$ cat config.mk
export PLATFORM = sky130hd
export DESIGN_NAME = rgb_entry_memory
export DESIGN_NICKNAME = d
export VERILOG_FILES = /design/src/rtl/rge_pkg.sv /design/src/rtl/rgb_entry_memory_bcd_to_bin.sv /design/src/rtl/rgb_entry_memory.sv
export SDC_FILE = /design/constraint.sdc
export NUM_CORES = 1
export LEC_CHECK = 0
export CAP_MARGIN = 10
export CELL_PAD_IN_SITES_DETAIL_PLACEMENT = 1
export CELL_PAD_IN_SITES_GLOBAL_PLACEMENT = 1
export CORE_MARGIN = 8
export CORE_UTILIZATION = 30
export CTS_BUF_LIST = sky130_fd_sc_hd__clkbuf_8
export DETAILED_ROUTE_END_ITERATION = 7
export HOLD_SLACK_MARGIN = 0.1
export PLACE_DENSITY = 0.66
export SLEW_MARGIN = 0
export SYNTH_ARGS = -nofsm -noshare
export SYNTH_HDL_FRONTEND = slang
export SYNTH_HIERARCHICAL = 1
export SYNTH_SLANG_ARGS = --single-unit
export TNS_END_PERCENT = 5
$ cat constraint.sdc
create_clock -name clk -period 14.2 [get_ports clk]
set_clock_uncertainty 0.1 [all_clocks]
set_input_delay 3.55 -clock clk [delete_from_list [all_inputs] [get_ports clk]]
set_output_delay 3.55 -clock clk [all_outputs]
set_load 0.03 [all_outputs]
$ cat src/rtl/rge_pkg.sv
// Shared key codes and FSM state type for the colour entry memory.
package rge_pkg;

  localparam logic [4:0] KEY_ENTER = 5'hA;
  localparam logic [4:0] KEY_BS    = 5'hB;
  localparam logic [4:0] KEY_CLR   = 5'hC;

  // Width of the BCD-to-binary result: 9999 still fits.
  localparam int BIN_W = 14;

  typedef enum logic {
    ENTRY = 1'b0,
    FULL  = 1'b1
  } rge_state_t;

endpackage

$ cat src/rtl/rgb_entry_memory_bcd_to_bin.sv
// Combinational BCD to binary conversion: sum of digit * 10^i, [3:0] = units.
module bcd_to_bin
  import rge_pkg::*;
#(
  parameter int NDIG = 3
) (
  input  logic [4*NDIG-1:0] bcd,
  output logic [BIN_W-1:0]  bin
);

  // Horner evaluation from the most significant digit down.
  always_comb begin
    bin = '0;
    for (int i = NDIG - 1; i >= 0; i--) begin
      bin = bin * BIN_W'(10) + BIN_W'(bcd[4*i +: 4]);
    end
  end

endmodule

$ cat src/rtl/rgb_entry_memory.sv
// Keypad entry memory: collects decimal digits, range-checks each committed
// value and stores it in the next free channel; flags full when all are set.
//
// state | meaning
// ENTRY | accepting digits, backspace and enter for channel ch_idx
// FULL  | every channel committed; only clear-all is honoured
module rgb_entry_memory
  import rge_pkg::*;
#(
  parameter int NDIG = 3,
  parameter int NCH  = 3,
  parameter int MAXV = 255,
  parameter int VW   = 8
) (
  input  logic                     clk,
  input  logic                     rst,
  input  logic [4:0]               digito,
  input  logic                     cambio_digito,
  output logic [4*NDIG-1:0]        entry_bcd,
  output logic [2:0]               entry_cnt,
  output logic [$clog2(NCH):0]     ch_idx,
  output logic [NCH*VW-1:0]        ch_value,
  output logic [NCH-1:0]           ch_valid,
  output logic                     RGB_full,
  output logic                     err
);

  localparam int CIW = $clog2(NCH) + 1;
  localparam int BW  = 4 * NDIG;
  localparam logic [BIN_W-1:0] MAXV_W = BIN_W'(MAXV);
  localparam logic [2:0]       NDIG_C = 3'(NDIG);

  rge_state_t         state;
  logic               strobe_q;
  logic               key_acc;
  logic               is_digit;
  logic [NCH-1:0]     ch_sel;
  logic [NCH-1:0]     valid_after;
  logic [BIN_W-1:0]   bin_val;

  bcd_to_bin #(.NDIG(NDIG)) u_bcd_to_bin (
    .bcd (entry_bcd),
    .bin (bin_val)
  );

  // Key edge detect and one-hot select of the channel taking the next commit.
  always_comb begin
    key_acc  = cambio_digito & ~strobe_q;
    is_digit = (digito < 5'd10);
    ch_sel   = '0;
    for (int c = 0; c < NCH; c++) begin
      ch_sel[c] = (ch_idx == CIW'(c));
    end
    valid_after = ch_valid | ch_sel;
  end

  assign RGB_full = (state == FULL);

  // Key handling FSM; the strobe history survives clear-all but not reset.
  always_ff @(posedge clk or posedge rst) begin
    if (rst) begin
      state     <= ENTRY;
      strobe_q  <= 1'b0;
      entry_bcd <= '0;
      entry_cnt <= '0;
      ch_idx    <= '0;
      ch_value  <= '0;
      ch_valid  <= '0;
      err       <= 1'b0;
    end else begin
      strobe_q <= cambio_digito;
      err      <= 1'b0;
      if (key_acc) begin
        if (digito == KEY_CLR) begin
          state     <= ENTRY;
          entry_bcd <= '0;
          entry_cnt <= '0;
          ch_idx    <= '0;
          ch_value  <= '0;
          ch_valid  <= '0;
        end else if (state == ENTRY) begin
          if (is_digit) begin
            if (entry_cnt < NDIG_C) begin
              entry_bcd <= (entry_bcd << 4) | BW'(digito[3:0]);
              entry_cnt <= entry_cnt + 3'd1;
            end
          end else if (digito == KEY_BS) begin
            if (entry_cnt != 3'd0) begin
              entry_bcd <= entry_bcd >> 4;
              entry_cnt <= entry_cnt - 3'd1;
            end
          end else if (digito == KEY_ENTER && entry_cnt != 3'd0) begin
            entry_bcd <= '0;
            entry_cnt <= '0;
            // Range check at full conversion width before truncating to VW.
            if (bin_val <= MAXV_W) begin
              for (int c = 0; c < NCH; c++) begin
                if (ch_sel[c]) ch_value[c*VW +: VW] <= bin_val[VW-1:0];
              end
              ch_valid <= valid_after;
              ch_idx   <= ch_idx + CIW'(1);
              if (&valid_after) state <= FULL;
            end else begin
              err <= 1'b1;
            end
          end
        end
      end
    end
  end

endmodule

======== After elaboration in Yosys (flattened, before gate mapping) ========
Index checks and enable logic that the tools add are counted.
storage, ports and cells
  bits in latches ......................... 0
  word-level logic and storage cells ...... 98
  input bits .............................. 8
  register bits after elaboration ......... 48
  output and inout port bits .............. 47
  bits in writable memories ............... 0
  memories kept ........................... 0
  bits in read-only memories .............. 0
cells by class
  bitwise gates (word level) .............. 4
  $add $sub $neg .......................... 5
  equality and inequality tests ........... 10
  multiply operators ...................... 2
  multiplexer cells ....................... 49
  reduce and logical (&&, ||, !) cells .... 15
  shift-type cells ........................ 0
  div/mod/pow operators ................... 0
  order comparisons ....................... 3
operators with widths
  kind                                                             count
  2-to-1 mux 24 bit                                                6
  2-to-1 mux 12 bit                                                7
  2-to-1 mux 3 bit                                                 19
  adder 14 x 4 -> 14 bit                                           2
  2-to-1 mux 8 bit                                                 3
  AND reduction 7 bit                                              3
  equality test 5 x 4 -> 1 bit, second input constant              3
  less-or-equal comparator 14 x 8 -> 1 bit, second input constant  1
  multiplier 14 x 3 -> 13 bit, second input constant               1
  2-to-1 mux 1 bit                                                 14
  OR 12 x 4 -> 12 bit                                              1
  nonzero test 2 bit                                               5
  multiplier 4 x 3 -> 7 bit, second input constant                 1
  adder 3 x 1 -> 3 bit, second input constant                      2
  AND reduction 6 bit                                              1
  < comparator 5 x 4 -> 1 bit, second input constant               1
  AND reduction 5 bit                                              1
  inequality test 2 x 1 -> 1 bit, second input constant            2
  inequality test 4 x 3 -> 1 bit, second input constant            1
  nonzero test 4 bit                                               1
  equality test 3 x 1 -> 1 bit, second input constant              1
  equality test 3 x 2 -> 1 bit, second input constant              1
  zero test 3 bit                                                  1
  < comparator 3 x 2 -> 1 bit, second input constant               1
  9 further kinds                                                  9

======== Longest topological paths before layout ========
  depth in word-level cells ............... 12
  mapped depth ............................ 21
  gate-level depth less buffers ........... 20

======== By module ========
The synthesis kept the hierarchy.
by module, submodules not included
  module            cells each  area each (um^2)  sequential area each (um^2)  instances
  rgb_entry_memory  233         2304.7            1201.2                       1
  bcd_to_bin        114         952.2             0.0                          1

======== Worst setup path before layout ========
OpenSTA, ideal clock, no wires.
  path type ............................... register -> register
  start point ............................. reg entry_bcd[11]
  end point ............................... reg ch_value[0]
  buffers on the path ..................... 1
  library setup time ...................... 0.124 ns
  required time ........................... 13.976 ns
  period minus slack after synthesis ...... 5.001 ns
  arrival time ............................ 4.777 ns
  slack ................................... 9.199 ns
  cell stages (with the launch flop) ...... 22
  cells stage by stage .................... dfrtp_1 -> ha_1 -> ha_1 -> fa_1 -> nand2_1 -> o21bai_1 -> mux2i_1 -> a22o_1 -> ha_1 -> ha_1 -> inv_1 -> a211oi_1 -> o311a_1 -> nor3_2 -> nand4_1 -> xnor2_1 -> nor2_1 -> o2111a_1 -> nand4b_4 -> buf_2 -> nand3_1 -> o21ai_1
on the way
  longest elaborated chain between the ends .. 7
RTL lines
  element                                   RTL line                           source
  start, declared                           rgb_entry_memory.sv:19             output logic [4*NDIG-1:0] entry_bcd,
  start signal, assigned                    rgb_entry_memory.sv:84             entry_bcd <= (entry_bcd << 4) | BW'(digito[3:0]);
  start signal, assigned                    rgb_entry_memory.sv:89             entry_bcd <= entry_bcd >> 4;
  multiplier 4 x 3 -> 7 bit                 rgb_entry_memory_bcd_to_bin.sv:15  bin = bin * BIN_W'(10) + BIN_W'(bcd[4*i +: 4]);
  adder 14 x 4 -> 14 bit                    rgb_entry_memory_bcd_to_bin.sv:15
  multiplier 14 x 3 -> 13 bit               rgb_entry_memory_bcd_to_bin.sv:15
  adder 14 x 4 -> 14 bit                    rgb_entry_memory_bcd_to_bin.sv:15
  named net bin_val[11]                     rgb_entry_memory.sv:39             logic [BIN_W-1:0] bin_val;
  less-or-equal comparator 14 x 8 -> 1 bit  rgb_entry_memory.sv:96             if (bin_val <= MAXV_W) begin
  nonzero test 2 bit (no line)              --
  AND reduction 7 bit (no line)             --
  end signal, assigned by index             rgb_entry_memory.sv:98             if (ch_sel[c]) ch_value[c*VW +: VW] <= bin_val[VW-1:0];
  end, declared                             rgb_entry_memory.sv:22             output logic [NCH*VW-1:0] ch_value,
The timed path passes the listed nets, and every way through them passes these cells.
A chain may end at the register's enable or synchronous reset.

======== Worst setup path after layout ========
  start point ............................. in digito[1]
  end point ............................... reg entry_cnt[2]
on the way
  longest elaborated chain between the ends .. 5
  elaborated cells on any way between the ends .. 14
  those cells by class .................... order compare: 1; eq/ne: 6; mux: 4; reduce/logical: 3
RTL lines
  element                                                                              RTL line                source
  start, declared                                                                      rgb_entry_memory.sv:17  input logic [4:0] digito,
  parallel branches: the longest is 5 deep, another holds < comparator 5 x 4 -> 1 bit  --
  end signal, assigned                                                                 rgb_entry_memory.sv:85  entry_cnt <= entry_cnt + 3'd1;
  end signal, assigned                                                                 rgb_entry_memory.sv:90  entry_cnt <= entry_cnt - 3'd1;
  end, declared                                                                        rgb_entry_memory.sv:20  output logic [2:0] entry_cnt,
Several ways; the timed one is not identified. The select of a mux whose other input is x is not followed.

==> flow_metrics.env <==
export IMPL_status="completed"
export IMPL_power_density_nw_per_um2=262
export IMPL_ys_top_cells_by_count="dfrtp_1 (48), nor2_1 (34), ha_1 (32), nand3_1 (32), o21ai_1 (30)"
export IMPL_grt_pass1_vias=2930
export IMPL_power_frac_comb_pct=72.6
export IMPL_syn_instance_count=347
export IMPL_clk_insertion_delay_late_ns=0.30
export IMPL_synth_area_leaders="dfrtp_1 (37%), ha_1 (12%), nand3_1 (4.9%)"
export IMPL_leakage_nw=1.85
export IMPL_dpl_hpwl_um=6920
export IMPL_switching_power_w=0.000559
export IMPL_max_cap_violations=0
export IMPL_critical_path_arrival_ns=5.85
export IMPL_cts_resized=0
export IMPL_period_share_pct=40.6
export IMPL_critical_path_class="input port to flop"
export IMPL_vias=2756
export IMPL_io_pins=55
export IMPL_timing_rr_start="entry_bcd[11]"
export IMPL_cp_max_fo=30
export IMPL_syn_num_nets=391
export IMPL_crit_path_start="digito[1]"
export IMPL_finish_utilization_pct=37.5
export IMPL_min_path_type="flop to flop"
export IMPL_gp_congestion=0.802
export IMPL_tightest_slew_ns=1.06
export IMPL_cts_root_buffer="clkbuf_8"
export IMPL_die_w_um=120
export IMPL_die_area_um2=14400
export IMPL_ys_ff_latch=48
export IMPL_cts_max_level=2
export IMPL_num_nets_final=439
export IMPL_design_core_area_um2=10700
export IMPL_grt_antenna_before_repair=0
export IMPL_rrSetupSlack_ns=8.79
export IMPL_power_frac_seq_pct=18.1
export IMPL_min_period_ns=5.77
export IMPL_rsz0062_at_grt="no"
export IMPL_drtIter0Drc=163
export IMPL_nFillCells=1266
export IMPL_numCtsBuffers=5
export IMPL_cts_buffer_depth=2
export IMPL_yosys_area_top_type="dfrtp_1"
export IMPL_worst_setup_path_end_kind="flop"
export IMPL_max_slew_margin_pct=29.1
export IMPL_syn_area_um2=3260
export IMPL_ant_nets=0
export IMPL_cts_tree="yes"
export IMPL_cp_start_kind="input port"
export IMPL_avgSynthCellArea_um2=9.39
export IMPL_diodes=0
export IMPL_r2r_end="ch_value[1]"
export IMPL_clkSinkCount=48
export IMPL_ys_seq_area_share_pct=36.9
export IMPL_final_area_um2=4010
export IMPL_clkTransAtPathRegs_ns=0.09
export IMPL_reg2reg_depth=20
export IMPL_yosysTopAreaCellShare_pct=36.9
export IMPL_yosysMostFrequentCell="dfrtp_1"
export IMPL_route_detailed_drc=0
export IMPL_maxSlewViolCount=0
export IMPL_hold_ws_ns=0.415
export IMPL_fmax_mhz=173
export IMPL_register_area_um2=1200
export IMPL_clkPwrFrac_pct=9.3
export IMPL_crit_end="entry_cnt[2]"
export IMPL_setup_violations=0
export IMPL_report_final_hold_viol_count=0
export IMPL_netSwitchingFraction_pct=53.3
export IMPL_synthFlopType="dfrtp_1"
export IMPL_layout_drive_gt1_share_pct=5.30
export IMPL_worstPathRequired_ns=14.28
export IMPL_ys_warn_count=6
export IMPL_drt_first_pass_iters=4
export IMPL_vdd_drop_max_mv=0.104
export IMPL_ctsHoldBuffers=0
export IMPL_grt_util_all_layers_pct=12.6
export IMPL_die_height_um=120
export IMPL_viasPerCell=5.14
export IMPL_post_place_ws_ns=8.14
export IMPL_grt_pass1_wl_um=15100
export IMPL_grt_max_degree=49
export IMPL_grt_overflow_total=0
export IMPL_setup_tns_ns=0
export IMPL_synth_edf_count=0
export IMPL_post_cts_buffers=0
export IMPL_port_buffers=54
export IMPL_ys_types=53
export IMPL_post_route_worst_setup_slack_ns=8.43
export IMPL_drt_wl_total_um=8840
export IMPL_area_growth_pct=23.2
export IMPL_async_reset_ff_share_pct=100
export IMPL_place_area_um2=3910
export IMPL_internal_power_w=0.000490
export IMPL_wl_per_cell_um=16.5
export IMPL_multi_input_area_um2=1910
export IMPL_fp_row_count=38
export IMPL_start_util_pct=30.4
-- kinds of logic after synthesis --
family	Yosys count	share of synthesized area [%]
flops	48	36.9
fa+ha+maj	36	14.8
simple gates	111	19.7
other cells	1	0.115
xor+xnor	19	5.11
mux	2	0.615
compound gates	97	18.4
buf+inv	33	4.46
-- worst min-delay path by stage --
stage | slack (ns) | cells past startpoint | end | startpoint
6_report | 0.42 | 2 | ch_value[8] | ch_value[8]
5_1_grt | 0.45 | 2 | ch_value[17] | ch_value[17]
4_1_cts | 0.43 | 2 | ch_value[8] | ch_value[8]
3_5_place_dp | 0.40 | 2 | ch_value[8] | ch_value[8]
3_3_place_gp | 0.40 | 2 | ch_value[0] | ch_value[0]
2_1_floorplan | 0.57 | 2 | ch_value[15] | ch_value[15]
-- per-stage QoR --
stage | cells | total power (W)
2_1_floorplan | 347 | 0.000748
3_3_place_gp | 528 | 0.000943
3_5_place_dp | 528 | 0.000958
4_1_cts | 536 | 0.00106
5_1_grt | 536 | 0.00115
6_report | 536 | 0.00105
-- worst max-delay path: stages --
cell and delay [ns]:
clkdlybuf4s50_1 0.56, o21a_1 0.30, nor2_1 0.81, a221oi_2 0.12, buf_4 0.27, a21oi_1 0.17, a31oi_1 0.06
-- per-layer routing --
metal  GRT usage, %  wire length, um
met3           3.78              526
met5              0                0
met2           19.0             3880
met1           17.5             4370
met4           2.26               55
-- flip-flops by register name, summed over array words and instances, names as in the netlist --
register and cells:
RGB_full 1, ch_idx 3, ch_valid 3, ch_value 24
entry_bcd 12, entry_cnt 3, err 1, strobe_q 1
-- power by group through the flow --
| stage | Sequential, W | Combinational (W) | Clock, W |
|---|---|---|---|
| 5_1_grt | 0.000195 | 0.000854 | 0.000104 |
| 6_report | 0.000190 | 0.000762 | 0.0000976 |
| 4_1_cts | 0.000191 | 0.000771 | 0.000101 |
| 3_3_place_gp | 0.000193 | 0.000751 | 0 |
| 3_5_place_dp | 0.000193 | 0.000765 | 0 |
| 2_1_floorplan | 0.000225 | 0.000523 | 0 |
-- layout make-up --
class / instances / area share [%]
Multi-Input combinational cell: 266 / 47.6
Inverter: 19 / 1.78
Timing Repair Buffer: 55 / 13.7
Clock buffer: 5 / 1.71
Tap cell: 140 / 4.36
Clock inverter: 3 / 0.966
Sequential cell: 48 / 29.9
-- cell usage in the layout, fill, tap and decap left out, types with 6 or more instances in the layout --
cell	netlist	final
nand3_1	32	32
o21ai_1	30	30
xnor2_1	13	13
xor2_1	6	6
o21ai_0	8	8
nor2_1	34	34
nand2_1	15	15
dfrtp_1	48	48
a22oi_1	8	8
a21oi_1	24	24
inv_1	19	19
ha_1	32	32
clkdlybuf4s50_1	0	54
Note: power is estimated with default switching activity, not from simulation.
